**config.mk**
```make
export PLATFORM = sky130hd
export DESIGN_NAME = tri_upload_ctrl
export DESIGN_NICKNAME = d
export VERILOG_FILES = /design/src/rtl/tri_upload_ctrl.sv
export SDC_FILE = /design/constraint.sdc
export NUM_CORES = 1
export LEC_CHECK = 0
export ABC_AREA = 0
export BUFFER_PORTS_ARGS = -buffer_cell sky130_fd_sc_hd__buf_2
export CORE_MARGIN = 1
export CORE_UTILIZATION = 45
export CTS_CLUSTER_DIAMETER = 80
export CTS_CLUSTER_SIZE = 16
export DETAILED_ROUTE_END_ITERATION = 6
export PLACE_DENSITY = 0.72
export SLEW_MARGIN = 20
export SYNTH_ARGS = -nofsm -noshare
export SYNTH_HDL_FRONTEND = slang
export SYNTH_SLANG_ARGS = --single-unit
```
**constraint.sdc**
```tcl
create_clock -name clk -period 3.2 [get_ports clk]
set_input_delay 0.32 -clock clk [delete_from_list [all_inputs] [get_ports clk]]
set_output_delay 0.32 -clock clk [all_outputs]
set_load 0.05 [all_outputs]
```
**src/rtl/tri_upload_ctrl.sv**
```systemverilog
// Framing/commit controller: parses sync + payload + XOR checksum from the UART byte stream,
// writes the shadow bank, and commits shadow to active only on a frame boundary.
module tri_upload_ctrl #(
   parameter int unsigned PAYLOAD_LEN    = 54,
   parameter logic [7:0]  SYNC_BYTE      = 8'hA5,
   parameter int unsigned TIMEOUT_CYCLES = 1_000_000,
   parameter int unsigned TO_W           = 20
) (
   input  logic       clk,
   input  logic       reset,
   input  logic [7:0] rx_data,
   input  logic       rx_valid,
   input  logic       frame_start,
   output logic       wr_en,
   output logic [5:0] wr_idx,
   output logic [7:0] wr_data,
   output logic       commit,
   output logic       pending,
   output logic       busy,
   output logic       pkt_err,
   output logic [7:0] drop_cnt
);

   localparam logic [1:0] S_IDLE    = 2'd0;
   localparam logic [1:0] S_PAYLOAD = 2'd1;
   localparam logic [1:0] S_CHECK   = 2'd2;
   localparam logic [1:0] S_PEND    = 2'd3;

   localparam logic [5:0]      LAST_IDX = 6'(PAYLOAD_LEN - 1);
   localparam logic [TO_W-1:0] TO_TERM  = TO_W'(TIMEOUT_CYCLES - 1);

   logic [1:0]      state_q, state_d;
   logic [5:0]      cnt_q, cnt_d;
   logic [7:0]      xor_q, xor_d;
   logic [TO_W-1:0] gap_q, gap_d;
   logic            wr_en_d, commit_d, pkt_err_d;
   logic [5:0]      wr_idx_d;
   logic [7:0]      wr_data_d, drop_d;

   always_comb begin
      state_d   = state_q;
      cnt_d     = cnt_q;
      xor_d     = xor_q;
      gap_d     = gap_q;
      wr_en_d   = 1'b0;
      wr_idx_d  = wr_idx;
      wr_data_d = wr_data;
      commit_d  = 1'b0;
      pkt_err_d = pkt_err;
      drop_d    = drop_cnt;
      case (state_q)
         S_IDLE: begin
            if (rx_valid && rx_data == SYNC_BYTE) begin
               state_d = S_PAYLOAD;
               cnt_d   = '0;
               xor_d   = '0;
               gap_d   = '0;
            end
         end
         S_PAYLOAD, S_CHECK: begin
            // A byte arriving on the terminal gap count takes priority over the timeout.
            if (rx_valid) begin
               gap_d = '0;
               if (state_q == S_PAYLOAD) begin
                  wr_en_d   = 1'b1;
                  wr_idx_d  = cnt_q;
                  wr_data_d = rx_data;
                  xor_d     = xor_q ^ rx_data;
                  cnt_d     = cnt_q + 6'd1;
                  if (cnt_q == LAST_IDX) state_d = S_CHECK;
               end else if (rx_data == xor_q) begin
                  state_d   = S_PEND;
                  pkt_err_d = 1'b0;
               end else begin
                  state_d   = S_IDLE;
                  pkt_err_d = 1'b1;
               end
            end else if (gap_q == TO_TERM) begin
               state_d   = S_IDLE;
               pkt_err_d = 1'b1;
            end else begin
               gap_d = gap_q + 1'b1;
            end
         end
         S_PEND: begin
            if (rx_valid && drop_cnt != 8'hFF) drop_d = drop_cnt + 8'd1;
            if (frame_start) begin
               commit_d = 1'b1;
               state_d  = S_IDLE;
            end
         end
         default: state_d = S_IDLE;
      endcase
   end

   always_ff @(posedge clk) begin
      if (reset) begin
         state_q  <= S_IDLE;
         cnt_q    <= '0;
         xor_q    <= '0;
         gap_q    <= '0;
         wr_en    <= 1'b0;
         wr_idx   <= '0;
         wr_data  <= '0;
         commit   <= 1'b0;
         pending  <= 1'b0;
         busy     <= 1'b0;
         pkt_err  <= 1'b0;
         drop_cnt <= '0;
      end else begin
         state_q  <= state_d;
         cnt_q    <= cnt_d;
         xor_q    <= xor_d;
         gap_q    <= gap_d;
         wr_en    <= wr_en_d;
         wr_idx   <= wr_idx_d;
         wr_data  <= wr_data_d;
         commit   <= commit_d;
         pending  <= (state_d == S_PEND);
         busy     <= (state_d == S_PAYLOAD) || (state_d == S_CHECK);
         pkt_err  <= pkt_err_d;
         drop_cnt <= drop_d;
      end
   end

endmodule

```
=== Word-level counts from Yosys, hierarchy flattened ===
Index checks and enable logic that the tools add are counted.

* Flip-flop bits (word level): 63
* Bits in latches: 0
* RAM bits: 0
* Memory bits (read-only): 0
* Input bits: 12
* Output and inout bits: 27
* Logic and storage cells: 75
* Memories kept: 0

* $add $sub $neg: 3
* $mul: 0
* Divide/modulo/power cells: 0
* $lt $le $gt $ge: 0
* Equality and inequality tests: 16
* Shift operators: 0
* Mux-type cells: 26
* Bitwise gates (word level): 4
* Reduce and logical (&&, ||, !) cells: 14

{| class="wikitable"
|+ Operators with widths
! cell !! count
|-
| $mux 20 || 3
|-
| $pmux 20 s2 || 1
|-
| $mux 8 || 3
|-
| $add 20x1->20 const B || 1
|-
| $eq 20x20->1 const B || 1
|-
| $mux 6 || 3
|-
| $pmux 8 s2 || 1
|-
| $mux 2 || 7
|-
| $pmux 6 s2 || 1
|-
| $reduce_and 3->1 || 3
|-
| $add 8x1->8 const B || 1
|-
| $eq 2x2->1 const B || 4
|-
| $eq 8x8->1 || 1
|-
| $eq 8x8->1 const B || 1
|-
| $ne 2x2->1 const B || 4
|-
| $ne 8x8->1 const B || 1
|-
| $xor 8x8->8 || 1
|-
| $add 6x1->6 const B || 1
|-
| $eq 6x6->1 const B || 1
|-
| $mux 1 || 6
|-
| $pmux 2 s3 || 1
|-
| $eq 2x1->1 const B || 2
|-
| $reduce_and 4->1 || 1
|-
| $reduce_bool 2->1 || 2
|-
| 8 further kinds || 12
|}

=== Logic depth before layout (Yosys ltp) ===
* Depth after elaboration: 7
* Mapped depth: 9
* Mapped depth without buffers: 9

=== Worst setup path after synthesis ===
No wires, ideal clock.

* Path type: register -> register
* Start point: register gap_q[0]
* End point: register busy
* Arrival: 2.000 ns
* Path slack: 1.071 ns
* Cell stages (with the launch flop): 10
* Cell sequence: dfxtp_1 > ha_1 > and4_1 > and4_1 > a211oi_1 > o21bai_1 > nor2_1 > o21ai_0 > ha_1 > nor2b_1

* Longest elaborated chain between the ends: 6
* Elaborated cells on any way between the ends: 7
* Those cells by class: eq/ne: 3; mux: 3; reduce/logical: 1

{| class="wikitable"
|+ RTL lines
! item !! line !! source
|-
| start: declaration || 35 || <nowiki>logic [TO_W-1:0] gap_q, gap_d;</nowiki>
|-
| start signal: assignment || 114 || <nowiki>gap_q <= gap_d;</nowiki>
|-
| $eq 20x20->1 (*) || 78 || <nowiki>end else if (gap_q == TO_TERM) begin</nowiki>
|-
| $mux 2 (*) || 78 ||
|-
| $mux 2 (*) || 62 || <nowiki>if (rx_valid) begin</nowiki>
|-
| $pmux 2 s3 (*) || 51 || <nowiki>case (state_q)</nowiki>
|-
| named net state_d[1] || 32 || <nowiki>logic [1:0] state_q, state_d;</nowiki>
|-
| $eq 2x1->1 or $eq 2x2->1 (tied branches) || 120 || <nowiki>busy <= (state_d == S_PAYLOAD) || (state_d == S_CHECK);</nowiki>
|-
| $logic_or 1x1->1 (*) || 120 ||
|-
| end signal: assignment || 120 ||
|-
| end: declaration || 19 || <nowiki>output logic busy,</nowiki>
|}

The timed path passes the listed nets; every way through them passes the cells marked *.
A chain may end at the register's enable or synchronous reset.

=== Final worst setup path ===
* Start point: register state_q[1]
* End point: register xor_q[3]

* Longest elaborated chain between the ends: 4
* Elaborated cells on any way between the ends: 10
* Those cells by class: eq/ne: 5; mux: 1; reduce/logical: 4

{| class="wikitable"
|+ RTL lines
! item !! line !! source
|-
| start: declaration || 32 ||
|-
| start signal: assignment || 111 || <nowiki>state_q <= state_d;</nowiki>
|-
| $eq 2x1->1 or $eq 2x2->1 (tied branches) || 51, 64 ||
|-
| $reduce_or 2->1 || 51 ||
|-
| $ne 2x2->1 (no line) or $reduce_bool 2->1 (tied branches) || n/a ||
|-
| $reduce_and 4->1 (no line) || n/a ||
|-
| end signal: assignment || 113 || <nowiki>xor_q <= xor_d;</nowiki>
|-
| end: declaration || 34 || <nowiki>logic [7:0] xor_q, xor_d;</nowiki>
|}

Several ways; a longest one is shown, not always the timed one.

==> flow_summary_export.csv <==
group,metric,value,unit
floorplan,core-area,0.00642,mm²
logic_synthesis,synth_edf_count,0,
detailed_routing,wirelength,6.36,mm
finish,regArea,0.00126,mm²
clock_network,clock_latency,0.34,ns
finish,drive_gt1_share,16.1,%
finish,multi_input_area,0.00168,mm²
placed_design,postPlaceCellArea,0.00328,mm²
logic_synthesis,ys.flop_type,"dfxtp_1",
clock_network,cts_tree,"done",
run,drv_cap,0,
clock_network,clkTransAtPathRegs,0.07,ns
outcome,status,"complete, but fails checks",
placed_design,hpwl,4.37,mm
sta,setup_viol,0,
logic_synthesis,synth_cells,361,
pwr,vdd_drop_max,216,µV
clock_network,cts-root-buf,"clkbuf_8",
detailed_routing,viasPerCell,5.53,
floorplan,die_width,84.1,µm
finish,stdcell_area,0.00346,mm²
logic_synthesis,yosys-top-cells-count,"dfxtp_1, nand2_1, nor2_1",
detailed_routing,avgRoutedWirePerCell,13.3,µm
sta,fin_skew,0.00852,ns
global_routing,grt_usage,19.0,%
sta,worst_slew_pin_slew,0.767,ns
placed_design,placedCellCount,464,
finish,fin_util,53.8,%
worst_setup_path,criticalPathCategory,"flip-flop to flip-flop",
logic_synthesis,yosysMostFrequentCell,"dfxtp_1",
detailed_routing,dr.pass1.iters,7,
pwr,power_leakage,1.26,nW
detailed_routing,ant_nets,0,
clock_network,post_cts_buffers,0,
logic_synthesis,synth_nets,381,
worst_setup_path,required,3.46,ns
floorplan,dieArea,0.00707,mm²
logic_synthesis,yosysUniqueCellTypes,47,
detailed_routing,route.detailed.drc,8,
logic_synthesis,yosysSeqAreaShare,41.6,%
finish,nets,418,
outcome,violations,"DRC",
clock_network,cts-resized-gates,0,
clock_network,clock_sinks,63,
worst_setup_path,arrival,2.64,ns
sta,setup_tns,0,ns
sta,period_needed,2.38,ns
floorplan,rows,29,
placed_design,place.gp.congestion,0.825,
pwr,power_density,419,mW/mm²
clock_network,numCtsBuffers,9,
sta,hold-worst-slack,0.220,ns
sta,max_freq,0.421,GHz
finish,final-instance-count-excl-fill,480,
logic_synthesis,async_reset_ff_share,0,%
floorplan,initial_core_util,47.2,%
global_routing,grt_pass1_wl,10.8,mm
logic_synthesis,synth_top_area_share,41.6,%
worst_setup_path,path_max_fanout,11,
logic_synthesis,synth_area_leaders,"dfxtp_1, nand2_1, xnor2_1",
global_routing,grt_pass1_vias,2311,
floorplan,io_pins,39,
floorplan,dieHeight,84.1,µm
detailed_routing,drt-initial-drc-count,112,
clock_network,clock_path_buffers,2,
placed_design,io_buffers,38,
finish,area_delta_synth_final,14.1,%
logic_synthesis,syn_avg_cell_area,8.40,µm²
sta,drv_slew,0,
sta,slew_headroom,48.8,%
sta,rsz0062_at_grt,"no",
logic_synthesis,mappedNetlistArea,0.00303,mm²
hold_path,hp-class,"input pin to flip-flop",
clock_network,htreeDepth,3,
finish,antenna_cells,0,
finish,nFillCells,605,
clock_network,cts_hold_buf,0,
logic_synthesis,synth-seq-cells,63,
worst_setup_path,cp-start-kind,"flip-flop",
worst_setup_path,cp-end-kind,"flip-flop",
global_routing,grt-ovfl-total,0,
sta,hold_viol,0,
global_routing,antenna_found_initial,0,
detailed_routing,vias,2655,
logic_synthesis,yosysTopAreaCell,"dfxtp_1",
sta,finalCritPeriodShare,74.3,%
global_routing,grt_max_degree,30,
logic_synthesis,yosysWarnings,0,
[kinds of logic after synthesis]
family / synth area share (%)
DFF: 41.6
buffers and inverters: 2.93
xor gates and xnor gates: 9.24
adders and majority gates: 3.30
and+or+nand+nor: 29.0
muxes: 0.330
AOI/OAI and AO/OA: 13.6
[layer usage]
layer  vias to the layer above  GRT usage, %  part of all wire [%]
met5                         -             0                     0
met1                      1253          25.5                    50
met3                        12          4.35                   3.5
met2                        46          29.2                    44
li1                       1344             -                     -
met4                         0          7.99                   1.6
[state kept, by name, summed over array words and instances, names as in the netlist]
signal    count
gap_q        20
drop_cnt      8
wr_data       8
xor_q         8
cnt_q         6
wr_idx        6
state_q       2
busy          1
commit        1
pending       1
pkt_err       1
wr_en         1
[layout make-up]
type / count / share of cell area, %
multi-input cells: 276 / 48.6
flip-flops and latches: 63 / 36.5
repair buffers: 42 / 6.37
clock buffers: 13 / 4.59
well taps: 77 / 2.79
inverters: 6 / 0.651
clock inverters: 3 / 0.507
[per-stage QoR]
step / power (W) / worst slack, ns
CTS: 0.00146 / 0.852
finish: 0.00145 / 0.823
global route: 0.00150 / 0.539
detailed placement: 0.000846 / 0.791
global placement: 0.000846 / 0.852
floorplan: 0.000826 / 1.07
[worst paths after layout]
check             cells past startpoint  slack (ns)   endpoint        start
setup reg to reg                      8        0.82   xor_q[3]   state_q[1]
hold reg to reg                       2        0.45  wr_idx[2]    wr_idx[2]
setup / recovery                      8        0.82   xor_q[3]   state_q[1]
hold / removal                        3        0.22     commit  frame_start
[cells in the final DEF (no fill, tap or decap), types with 3 or more instances in the layout]
master,Yosys,layout
dfxtp_1,63,63
nand2_1,52,52
nor2_1,46,46
buf_2,2,38
a21oi_1,32,32
xnor2_1,20,20
nand4_1,13,13
xor2_1,12,12
o21ai_0,11,11
clkbuf_8,0,11
nand3b_1,9,9
ha_1,8,8
nor3_1,7,7
and4_1,7,7
nand3_1,7,7
inv_1,6,6
nor2b_1,4,4
and3_1,4,4
nor3_2,4,4
buf_4,1,4
a211oi_1,3,3
a311oi_1,3,3
nor4_1,3,3
[worst max-delay path, stage by stage, from the launching register on]
cell and delay [ns]:
dfxtp_1 0.34, inv_1 0.10, ha_1 0.22, nand4b_1 0.22, o31ai_4 0.37, nand2_1 0.28
nor2_1 0.48, nand3b_1 0.14, a21oi_1 0.16
[report_power, final]
| group | switching (W) | leakage [nW] | total [W] | internal (W) |
|---|---|---|---|---|
| registers | 0.000000184 | 0.507 | 0.000784 | 0.000784 |
| logic | 0.0000311 | 0.662 | 0.0000445 | 0.0000134 |
| clock network | 0.000298 | 0.0894 | 0.000619 | 0.000321 |
| total | 0.000329 | 1.26 | 0.00145 | 0.00112 |
(Power assumes the default switching activity.)
